**src/rtl/output_requant_writer_pkg.sv**
```systemverilog
// Shared accelerator definitions: datapath modes, writeback FSM states,
// output SRAM depth and INT8 saturation bounds.
package output_requant_writer_pkg;

  typedef enum logic [1:0] {
    MODE_CONV   = 2'd0,
    MODE_DWCONV = 2'd1,
    MODE_FC     = 2'd2,
    MODE_POOL   = 2'd3
  } acc_mode_e;

  typedef enum logic [1:0] {
    ST_IDLE  = 2'd0,
    ST_RUN   = 2'd1,
    ST_DRAIN = 2'd2,
    ST_DONE  = 2'd3
  } wr_state_e;

  // 6 blocks x 32768 words x 16 bit
  localparam int unsigned OUT_WORDS = 32'd196608;

  localparam int INT8_MIN = -128;
  localparam int INT8_MAX = 127;

endpackage

```
**src/rtl/output_requant_writer_requant_unit.sv**
```systemverilog
// Two-stage requantiser: bias add, then rounded arithmetic shift with INT8 saturation.
// Define OUT_RELU_EN to clamp the low bound to 0 instead of -128.
module requant_unit
  import output_requant_writer_pkg::*;
#(
  parameter int unsigned ACC_W = 32
) (
  input  logic             clk,
  input  logic             rstn,
  input  logic             valid_i,
  input  logic [ACC_W-1:0] acc_i,
  input  logic [15:0]      bias_i,
  input  logic [4:0]       shift_i,
  output logic             s1_valid_o,
  output logic             valid_o,
  output logic [7:0]       q_o
);

  localparam int unsigned SW = ACC_W + 1;
  localparam int unsigned RW = ACC_W + 2;

`ifdef OUT_RELU_EN
  localparam int Q_LO = 0;
`else
  localparam int Q_LO = INT8_MIN;
`endif

  logic                 s1_v_q, v2_q;
  logic signed [SW-1:0] sum_d, sum_q;
  logic signed [RW-1:0] rnd, shd;
  logic [7:0]           q_d, q_q;

  // One extra bit over the sum keeps the rounding add from overflowing.
  always_comb begin
    sum_d = SW'($signed(acc_i)) + SW'($signed(bias_i));
    rnd   = RW'(sum_q);
    if (shift_i != 5'd0) rnd = rnd + (RW'(1) << (shift_i - 5'd1));
    shd = rnd >>> shift_i;
    if (shd > RW'(INT8_MAX))  q_d = 8'(INT8_MAX);
    else if (shd < RW'(Q_LO)) q_d = 8'(Q_LO);
    else                      q_d = shd[7:0];
  end

  always_ff @(posedge clk or negedge rstn) begin
    if (!rstn) begin
      s1_v_q <= 1'b0;
      v2_q   <= 1'b0;
      sum_q  <= '0;
      q_q    <= '0;
    end else begin
      s1_v_q <= valid_i;
      v2_q   <= s1_v_q;
      if (valid_i) sum_q <= sum_d;
      if (s1_v_q)  q_q   <= q_d;
    end
  end

  assign s1_valid_o = s1_v_q;
  assign valid_o    = v2_q;
  assign q_o        = q_q;

endmodule

```
**src/rtl/output_requant_writer.sv**
```systemverilog
// Layer writeback: accepts accumulator results, requantises to INT8 and writes
// sign-extended 16-bit words to the output SRAM. Optional macro: OUT_RELU_EN.
module output_requant_writer #(
  parameter int unsigned ACC_W     = 32,
  parameter int unsigned OUT_WORDS = output_requant_writer_pkg::OUT_WORDS
) (
  input  logic             clk,
  input  logic             rstn,
  input  logic             start_i,
  input  logic [17:0]      num_words_i,
  input  logic [17:0]      base_addr_i,
  input  logic [4:0]       shift_i,
  input  logic             acc_valid_i,
  input  logic [ACC_W-1:0] acc_data_i,
  input  logic [15:0]      bias_i,
  output logic             acc_ready_o,
  output logic             sram_cs_o,
  output logic             sram_we_o,
  output logic [17:0]      sram_addr_o,
  output logic [15:0]      sram_data_o,
  output logic             busy_o,
  output logic             finish_o
);
  import output_requant_writer_pkg::*;

  localparam logic [17:0] LAST_ADDR = 18'(OUT_WORDS - 1);

  wr_state_e   state_q;
  logic [17:0] num_q, cnt_q, addr_q, base_norm;
  logic [4:0]  shift_q;
  logic        busy_q, finish_q;
  logic        xfer, wr_v, s1_v;
  logic [7:0]  wr_q;

  assign acc_ready_o = (state_q == ST_RUN) && (cnt_q < num_q);
  assign xfer        = acc_valid_i && acc_ready_o;
  assign base_norm   = ({14'd0, base_addr_i} >= OUT_WORDS) ?
                       18'({14'd0, base_addr_i} - OUT_WORDS) : base_addr_i;

  requant_unit #(.ACC_W(ACC_W)) u_requant (
    .clk       (clk),
    .rstn      (rstn),
    .valid_i   (xfer),
    .acc_i     (acc_data_i),
    .bias_i    (bias_i),
    .shift_i   (shift_q),
    .s1_valid_o(s1_v),
    .valid_o   (wr_v),
    .q_o       (wr_q)
  );

  // Results leave the pipeline in acceptance order, so a running address suffices.
  always_ff @(posedge clk or negedge rstn) begin
    if (!rstn) begin
      state_q  <= ST_IDLE;
      num_q    <= '0;
      cnt_q    <= '0;
      addr_q   <= '0;
      shift_q  <= '0;
      busy_q   <= 1'b0;
      finish_q <= 1'b0;
    end else begin
      finish_q <= 1'b0;
      if (wr_v) addr_q <= (addr_q == LAST_ADDR) ? '0 : addr_q + 18'd1;
      unique case (state_q)
        ST_IDLE: if (start_i) begin
          num_q   <= num_words_i;
          shift_q <= shift_i;
          cnt_q   <= '0;
          addr_q  <= base_norm;
          if (num_words_i == '0) begin
            state_q  <= ST_DONE;
            finish_q <= 1'b1;
          end else begin
            state_q <= ST_RUN;
            busy_q  <= 1'b1;
          end
        end
        ST_RUN: if (xfer) begin
          cnt_q <= cnt_q + 18'd1;
          if (cnt_q + 18'd1 == num_q) state_q <= ST_DRAIN;
        end
        // Stage 1 empty means the last word writes this cycle.
        ST_DRAIN: if (!s1_v) begin
          state_q  <= ST_DONE;
          busy_q   <= 1'b0;
          finish_q <= 1'b1;
        end
        ST_DONE: state_q <= ST_IDLE;
        default: state_q <= ST_IDLE;
      endcase
    end
  end

  assign sram_cs_o   = wr_v;
  assign sram_we_o   = wr_v;
  assign sram_data_o = wr_v ? {{8{wr_q[7]}}, wr_q} : '0;
  assign sram_addr_o = wr_v ? addr_q : '0;
  assign busy_o      = busy_q;
  assign finish_o    = finish_q;

endmodule

```
**config.mk**
```make
export PLATFORM = sky130hd
export DESIGN_NAME = output_requant_writer
export DESIGN_NICKNAME = d
export VERILOG_FILES = /design/src/rtl/output_requant_writer_pkg.sv /design/src/rtl/output_requant_writer_requant_unit.sv /design/src/rtl/output_requant_writer.sv
export SDC_FILE = /design/constraint.sdc
export NUM_CORES = 1
export LEC_CHECK = 0
export ABC_AREA = 1
export CAP_MARGIN = 30
export CORE_MARGIN = 2
export CORE_UTILIZATION = 29
export CTS_CLUSTER_SIZE = 24
export DETAILED_ROUTE_END_ITERATION = 16
export PLACE_DENSITY = 0.54
export RECOVER_POWER = 50
export SLEW_MARGIN = 25
export SYNTH_ARGS = -nofsm -noshare
export SYNTH_HDL_FRONTEND = slang
export SYNTH_SLANG_ARGS = --single-unit
```
**constraint.sdc**
```tcl
create_clock -name clk -period 9.6 [get_ports clk]
set_input_delay 1.44 -clock clk [delete_from_list [all_inputs] [get_ports clk]]
set_output_delay 1.44 -clock clk [all_outputs]
set_load 0.02 [all_outputs]
```
==> results of run 1 <==
## final cells by class
class | instances | share of cell area (%)
antenna | 1 | 0.0173
clock buffer | 10 | 1.58
clock inverter | 6 | 0.390
inverter | 277 | 7.19
multi-input combinational | 1655 | 57.8
sequential | 106 | 18.4
tap | 539 | 4.67
timing repair buffer | 146 | 10.0
## cells in the mapped netlist, types with 4 or more instances
| cell | instances | area, um^2 |
|---|---|---|
| nand2_1 | 727 | 2730 |
| ha_1 | 87 | 1090 |
| nor3_1 | 17 | 85.1 |
| a21oi_1 | 77 | 385 |
| nor4_1 | 8 | 50.1 |
| o21bai_1 | 4 | 30.0 |
| o211ai_1 | 7 | 52.6 |
| buf_2 | 15 | 75.1 |
| o21a_1 | 4 | 30.0 |
| xor2_1 | 34 | 298 |
| clkinv_1 | 5 | 18.8 |
| o21ai_0 | 105 | 526 |
| xnor2_1 | 27 | 236 |
| buf_4 | 10 | 75.1 |
| or2_2 | 4 | 25.0 |
| and2_1 | 4 | 25.0 |
| dfrtp_1 | 106 | 2650 |
| nor2_1 | 176 | 661 |
| inv_2 | 4 | 15.0 |
| clkbuf_1 | 31 | 116 |
| nand3_1 | 279 | 1400 |
| nand2_2 | 6 | 37.5 |
| inv_1 | 268 | 1010 |
| buf_1 | 21 | 78.8 |
| o31ai_1 | 15 | 113 |
| nand4_1 | 19 | 119 |
| a31oi_1 | 15 | 93.8 |
## cell usage in the layout, fill, tap and decap left out, types with 34 or more instances in the layout
| master | count |
|---|---|
| a21oi_1 | 77 |
| clkdlybuf4s50_1 | 120 |
| dfrtp_1 | 106 |
| ha_1 | 87 |
| inv_1 | 267 |
| nand2_1 | 726 |
| nand3_1 | 279 |
| nor2_1 | 176 |
| o21ai_0 | 105 |
| xor2_1 | 34 |
## kinds of logic after synthesis
kind of cell	after synthesis	share of synthesized area [%]
and+or+nand+nor	1257	42.6
buffers and inverters	354	11.2
AOI/OAI and AO/OA	246	11.2
DFF	106	21.4
adders and majority gates	89	9.11
xor gates and xnor gates	61	4.31
muxes	2	0.162
## report_power, final
part	total [mW]	switching (mW)	leakage (nW)	internal (mW)
combinational	2.92	1.97	5.89	0.949
sequential	0.813	0.188	1.34	0.625
clock	0.374	0.192	0.138	0.183
total	4.11	2.35	7.37	1.76
## layer usage
layer  share of wire, %  wire [um]  global-route usage (%)  vias to the layer above
met2                 44      18700                    30.4                      288
met1                 50      21000                    28.0                     6153
met4                1.8        761                    4.64                        0
met5                  0          0                       0                        -
li1                   -          -                       -                     6961
met3                3.8       1610                    1.46                       39
## path summary, 6_finish.rpt
path	slack, ps	endpoint	from	depth (start not counted)
min reg2reg	490	u_requant.q_o[6]	u_requant.q_o[6]	2
min	490	u_requant.q_o[6]	u_requant.q_o[6]	2
max reg2reg	3630	u_requant.q_o[5]	shift_q[3]	37
max in group clk	3630	u_requant.q_o[5]	shift_q[3]	37
max	3570	u_requant.sum_q[8]	rstn	2
min in group asynchronous	1800	addr_q[10]	rstn	1
## flip-flops by register name, summed over array words and instances, names as in the netlist
signal and cells:
busy_o 1, state_q 2, addr_q 18, u_requant.s1_valid_o 1, u_requant.valid_o 1, u_requant.sum_q 33
num_q 18, u_requant.q_o 8, finish_o 1, cnt_q 18, shift_q 5
## through the flow
stage	instances	area (um^2)	hold WS (ps)	utilization, %	power (mW)
after CTS	2739	14500	493	34.4	4.11
final	2740	14500	487	34.4	4.11
after global placement	2720	14100	475	33.6	3.70
after global routing	2740	14500	531	34.4	4.55
after floorplan	2115	12400	349	-	2.85
after detailed placement	2723	14200	470	33.7	3.72
==> run_summary.xml, run 1 <==
<?xml version="1.0" encoding="UTF-8"?>
<metrics>
  <group name="finish">
    <metric name="finish.net_count" unit="">2377</metric>
    <metric name="fillCellCount" unit="">4705</metric>
    <metric name="regArea" unit="um^2">2650</metric>
    <metric name="drive_gt1_share" unit="%">2.64</metric>
    <metric name="multi_input_combinational_cell_area" unit="um^2">8350</metric>
    <metric name="flow.area_growth_from_synthesis" unit="%">16.7</metric>
  </group>
  <group name="drt">
    <metric name="drt_first_iter_violations" unit="">1081</metric>
    <metric name="drt-vias-per-instance" unit="">4.91</metric>
    <metric name="dr_vias" unit="">13400</metric>
    <metric name="avgRoutedWirePerCell" unit="um">15.3</metric>
    <metric name="route.final.wire_length" unit="um">42100</metric>
    <metric name="drtPass1Iterations" unit="">5</metric>
    <metric name="postRouteAntennaNets" unit="">0</metric>
    <metric name="drt_drc_violations_left" unit="">0</metric>
  </group>
  <group name="worst_setup_path">
    <metric name="critical_path.max_stage_delay" unit="ps">2500</metric>
    <metric name="path_cells" unit="">clkbuf_1 &gt; clkbuf_1</metric>
    <metric name="criticalPathCategory" unit="">primary input to async pin</metric>
    <metric name="critPathSlowestCell" unit="">clkbuf_1</metric>
    <metric name="crit_buf_inv" unit="">2</metric>
    <metric name="crit_path_max_fanout" unit="">63</metric>
    <metric name="cpMostUsedCell" unit="">clkbuf_1</metric>
    <metric name="critical_path_arrival" unit="ps">5740</metric>
    <metric name="timing.critical_path.to_type" unit="">async pin</metric>
    <metric name="crit_family" unit="">buffers and inverters</metric>
    <metric name="crit_path_start_kind" unit="">primary input</metric>
    <metric name="crit_path_required_time" unit="ps">9310</metric>
  </group>
  <group name="synth">
    <metric name="ys_ff_latch" unit="">106</metric>
    <metric name="postSynth.topFlopCell" unit="">dfrtp_1</metric>
    <metric name="synth_edf_count" unit="">0</metric>
    <metric name="synth_cell_type_count" unit="">52</metric>
    <metric name="synth_area" unit="um^2">12400</metric>
    <metric name="share_of_flip_flops_with_an_asynchronous_set_or_reset" unit="%">100</metric>
    <metric name="mappedNetlistNets" unit="">2297</metric>
    <metric name="yosysSeqAreaShare" unit="%">21.4</metric>
    <metric name="total_of_warnings_raised_by_yosys" unit="">0</metric>
    <metric name="synth_area_per_cell" unit="um^2">5.86</metric>
    <metric name="synthCells" unit="">2115</metric>
  </group>
  <group name="sta">
    <metric name="slew_viol_final" unit="">109</metric>
    <metric name="layout_worst_path_cycle_share" unit="%">62.8</metric>
    <metric name="setup_slack" unit="ps">3570</metric>
    <metric name="period_minus_slack" unit="ps">6030</metric>
    <metric name="finalSetupViolCount" unit="">0</metric>
    <metric name="tns" unit="ps">0</metric>
    <metric name="rsz0062_at_grt" unit="">false</metric>
    <metric name="relSlewSlack" unit="%">-127</metric>
    <metric name="fmaxAchievable" unit="MHz">166</metric>
    <metric name="worst-slew-pin-transition" unit="ps">3410</metric>
    <metric name="timing.final.hold_violations" unit="">0</metric>
    <metric name="fin_skew" unit="ps">17.5</metric>
  </group>
  <group name="global_routing">
    <metric name="pin_count_of_the_biggest_net_entering_global_routing" unit="">64</metric>
    <metric name="grt_overflow" unit="">0</metric>
    <metric name="globalRouteTotalUtil" unit="%">19.1</metric>
    <metric name="grt_pass1_vias" unit="">12800</metric>
    <metric name="grt_pass1_wl" unit="um">68300</metric>
    <metric name="antenna_found_initial" unit="">1</metric>
  </group>
  <group name="die">
    <metric name="dieWidth" unit="um">211</metric>
    <metric name="start_util" unit="%">29.5</metric>
    <metric name="number_of_placement_rows" unit="">75</metric>
    <metric name="die_area" unit="um^2">44400</metric>
    <metric name="die_height" unit="um">211</metric>
    <metric name="number_of_ports_placed_on_the_die_boundary" unit="">132</metric>
    <metric name="core_area" unit="um^2">42000</metric>
  </group>
  <group name="power_and_ir_drop">
    <metric name="pleak" unit="nW">7.37</metric>
    <metric name="irDropWorstVdd" unit="mV">0.149</metric>
    <metric name="power.density_cell_area" unit="nW/um^2">284</metric>
  </group>
  <group name="placement">
    <metric name="port_buffers" unit="">131</metric>
    <metric name="place_ws" unit="ps">3720</metric>
    <metric name="gp_congestion" unit="">0.986</metric>
    <metric name="detailedPlacementHpwl" unit="um">34800</metric>
  </group>
  <group name="clock_network">
    <metric name="cts_tree" unit="">yes</metric>
    <metric name="worst_setup_hold_path_clk_slew" unit="ps">90</metric>
    <metric name="cts-resized-gates" unit="">0</metric>
    <metric name="insertion_delay_of_the_later_clocked_pin_in_the_worst_skew_pair" unit="ps">370</metric>
    <metric name="root_buffer" unit="">clkbuf_16</metric>
    <metric name="post_cts_hold_buffer_count" unit="">0</metric>
    <metric name="total_cts_buffers" unit="">9</metric>
    <metric name="clock_tree.htree_level_count" unit="">3</metric>
    <metric name="cts.path.max_buffers" unit="">2</metric>
    <metric name="clock_sink_count" unit="">106</metric>
    <metric name="cts.repair_timing.setup_buffer_count" unit="">0</metric>
  </group>
  <group name="run_status">
    <metric name="violations" unit="">max-capacitance violations, max-slew violations</metric>
    <metric name="status" unit="">finished with violations</metric>
  </group>
  <group name="run">
    <metric name="maxCapViolCount" unit="">2</metric>
  </group>
  <group name="min_path">
    <metric name="worstHoldPathType" unit="">flip-flop to flip-flop</metric>
  </group>
</metrics>
No activity file was read; power rests on OpenSTA's default activity.
==> inputs of run 2 (changes only) <==
==> constraint.sdc (replaced) <==
create_clock -name clk -period 5.94 [get_ports clk]
set_input_delay 0.891 -clock clk [delete_from_list [all_inputs] [get_ports clk]]
set_output_delay 0.891 -clock clk [all_outputs]
set_load 0.02 [all_outputs]
==> run_summary.xml, run 2 (synthesis results as in run 1) <==
<?xml version="1.0" encoding="UTF-8"?>
<metrics>
  <group name="run_status">
    <metric name="status" unit="">finished with violations</metric>
    <metric name="violations" unit="">max-capacitance violations, max-slew violations</metric>
  </group>
  <group name="clock_network">
    <metric name="root_buffer" unit="">clkbuf_16</metric>
    <metric name="cts_tree" unit="">yes</metric>
    <metric name="clock_tree.htree_level_count" unit="">3</metric>
    <metric name="cts.path.max_buffers" unit="">2</metric>
    <metric name="clock_sink_count" unit="">106</metric>
    <metric name="cts.repair_timing.setup_buffer_count" unit="">0</metric>
    <metric name="worst_setup_hold_path_clk_slew" unit="ps">70</metric>
    <metric name="total_cts_buffers" unit="">9</metric>
    <metric name="cts-resized-gates" unit="">0</metric>
    <metric name="insertion_delay_of_the_later_clocked_pin_in_the_worst_skew_pair" unit="ps">390</metric>
    <metric name="post_cts_hold_buffer_count" unit="">0</metric>
  </group>
  <group name="global_routing">
    <metric name="antenna_found_initial" unit="">0</metric>
    <metric name="grt_pass1_wl" unit="um">69500</metric>
    <metric name="grt_overflow" unit="">0</metric>
    <metric name="pin_count_of_the_biggest_net_entering_global_routing" unit="">58</metric>
    <metric name="globalRouteTotalUtil" unit="%">19.5</metric>
    <metric name="grt_pass1_vias" unit="">12800</metric>
  </group>
  <group name="worst_setup_path">
    <metric name="rr_endpoint" unit="">u_requant.q_o[5]</metric>
    <metric name="crit_path_max_fanout" unit="">25</metric>
    <metric name="critical_path.max_stage_delay" unit="ps">980</metric>
    <metric name="criticalPathCategory" unit="">flip-flop to flip-flop</metric>
    <metric name="cpMostUsedCell" unit="">nand2_1</metric>
    <metric name="crit_buf_inv" unit="">2</metric>
    <metric name="critPathSlowestCell" unit="">dfrtp_1</metric>
    <metric name="timing.critical_path.from" unit="">shift_q[4]</metric>
    <metric name="crit_path_start_kind" unit="">flip-flop</metric>
    <metric name="timing.critical_path.to_type" unit="">flip-flop</metric>
    <metric name="timing.reg2reg.setup_slack" unit="ps">740</metric>
    <metric name="crit_family" unit="">simple AND/OR/NAND/NOR gates</metric>
    <metric name="critical_path_arrival" unit="ps">5520</metric>
    <metric name="reg2reg_depth" unit="">27</metric>
    <metric name="crit_path_required_time" unit="ps">6260</metric>
    <metric name="worst_r2r_startpoint" unit="">shift_q[4]</metric>
  </group>
  <group name="finish">
    <metric name="finish.net_count" unit="">2379</metric>
    <metric name="regMostFlops" unit="">u_requant.sum_q</metric>
    <metric name="finish.cell_count_without_fillers" unit="">2741</metric>
    <metric name="drive_gt1_share" unit="%">2.72</metric>
    <metric name="most-common-layout-cells" unit="">726 x nand2_1, 279 x nand3_1, 267 x inv_1, 176 x nor2_1, 129 x clkdlybuf4s50_1</metric>
    <metric name="number_of_antenna_cells_inserted" unit="">0</metric>
    <metric name="layout.cells.most_common" unit="">nand2_1</metric>
    <metric name="largest_register_ffs" unit="">33</metric>
    <metric name="flow.area_growth_from_synthesis" unit="%">16.8</metric>
  </group>
  <group name="power_and_ir_drop">
    <metric name="pleak" unit="nW">7.36</metric>
    <metric name="power.density_cell_area" unit="nW/um^2">464</metric>
    <metric name="irDropWorstVdd" unit="mV">0.188</metric>
  </group>
  <group name="sta">
    <metric name="period_minus_slack" unit="ps">5200</metric>
    <metric name="fin_skew" unit="ps">22.1</metric>
    <metric name="finalSetupViolCount" unit="">0</metric>
    <metric name="tns" unit="ps">0</metric>
    <metric name="relSlewSlack" unit="%">-139</metric>
    <metric name="worst-slew-pin-transition" unit="ps">3580</metric>
    <metric name="fmaxAchievable" unit="MHz">192</metric>
    <metric name="rsz0062_at_grt" unit="">false</metric>
    <metric name="layout_worst_path_cycle_share" unit="%">87.6</metric>
    <metric name="slew_viol_final" unit="">104</metric>
    <metric name="timing.final.hold_violations" unit="">0</metric>
  </group>
  <group name="die">
    <metric name="number_of_placement_rows" unit="">75</metric>
    <metric name="dieWidth" unit="um">211</metric>
    <metric name="core_area" unit="um^2">42000</metric>
    <metric name="die_height" unit="um">211</metric>
    <metric name="start_util" unit="%">29.5</metric>
    <metric name="number_of_ports_placed_on_the_die_boundary" unit="">132</metric>
    <metric name="die_area" unit="um^2">44400</metric>
  </group>
  <group name="min_path">
    <metric name="worstHoldPathType" unit="">flip-flop to flip-flop</metric>
    <metric name="worst_hold_startpoint" unit="">u_requant.q_o[0]</metric>
    <metric name="hold_depth" unit="">2</metric>
    <metric name="worst_hold_path.endpoint" unit="">u_requant.q_o[0]</metric>
  </group>
  <group name="run">
    <metric name="maxCapViolCount" unit="">2</metric>
  </group>
  <group name="drt">
    <metric name="postRouteAntennaNets" unit="">0</metric>
    <metric name="route.final.wire_length" unit="um">43300</metric>
    <metric name="drt-vias-per-instance" unit="">4.97</metric>
    <metric name="dr_vias" unit="">13600</metric>
    <metric name="drt_first_iter_violations" unit="">1174</metric>
    <metric name="avgRoutedWirePerCell" unit="um">15.8</metric>
    <metric name="drtPass1Iterations" unit="">5</metric>
    <metric name="drt_drc_violations_left" unit="">0</metric>
  </group>
  <group name="placement">
    <metric name="gp_congestion" unit="">0.942</metric>
    <metric name="placed_cells_incl_taps" unit="">2725</metric>
    <metric name="detailedPlacementHpwl" unit="um">35300</metric>
    <metric name="port_buffers" unit="">131</metric>
  </group>
</metrics>
-- run 2: changes by cell type in the layout (fill, tap and decap cells not counted), sizes merged --
| cell | change |
|---|---|
| clkdlybuf4s50 | +9 |
| diode | -1 |
| bufinv | +1 |
| clkbuf | +1 |
| dlygate4sd3 | -9 |
-- run 2: tightest hold or removal path, delay by kind of cell, from the launching register on --
family | cells | cell delay, ps
simple gates | 2 | 100
flops | 1 | 350
-- run 2: per-layer routing --
metal  vias to the layer above  share of wire (%)  global-route usage, %
met1                      6307                 49                   28.4
met5                         -                  0                      0
met4                         0                1.3                   3.59
met2                       306                 45                   31.8
li1                       6974                  -                      -
met3                        31                4.0                   1.72
-- run 2: cell type report --
cell class / count / area [um^2]
Multi-Input combinational cell: 1655 / 8350
Clock buffer: 9 / 225
Clock inverter: 7 / 93.8
Tap cell: 539 / 674
Timing Repair Buffer: 148 / 1430
Inverter: 277 / 1040
Sequential cell: 106 / 2650
Fill cell: 4729 / 27600
-- run 2: worst max-delay path by stage --
stage                                   to  slack, ps  cells past startpoint
after floorplan           u_requant.q_o[0]       1780                     39
after global placement    u_requant.q_o[6]        730                     27
after detailed placement  u_requant.q_o[3]        930                     27
after CTS                 u_requant.q_o[4]        920                     27
after global routing      u_requant.q_o[4]        300                     27
final                     u_requant.q_o[5]        740                     27
-- run 2: metrics by stage --
stage / hold WS, ps / setup slack (ps) / instance area [um^2] / total power, mW / util, %
finish: 489 / 736 / 14500 / 6.71 / 34.4
global route: 518 / 303 / 14500 / 7.41 / 34.4
CTS: 493 / 917 / 14500 / 6.70 / 34.5
detailed placement: 472 / 933 / 14200 / 6.00 / 33.7
global placement: 474 / 734 / 14100 / 6.02 / 33.7
floorplan: 349 / 1780 / 12400 / 4.60 / -
-- run 2: power by group --
group | total, mW | switching [mW] | internal (mW) | leakage (nW)
sequential | 1.35 | 0.344 | 1.01 | 1.34
clock | 0.670 | 0.330 | 0.340 | 0.153
combinational | 4.69 | 3.16 | 1.53 | 5.87
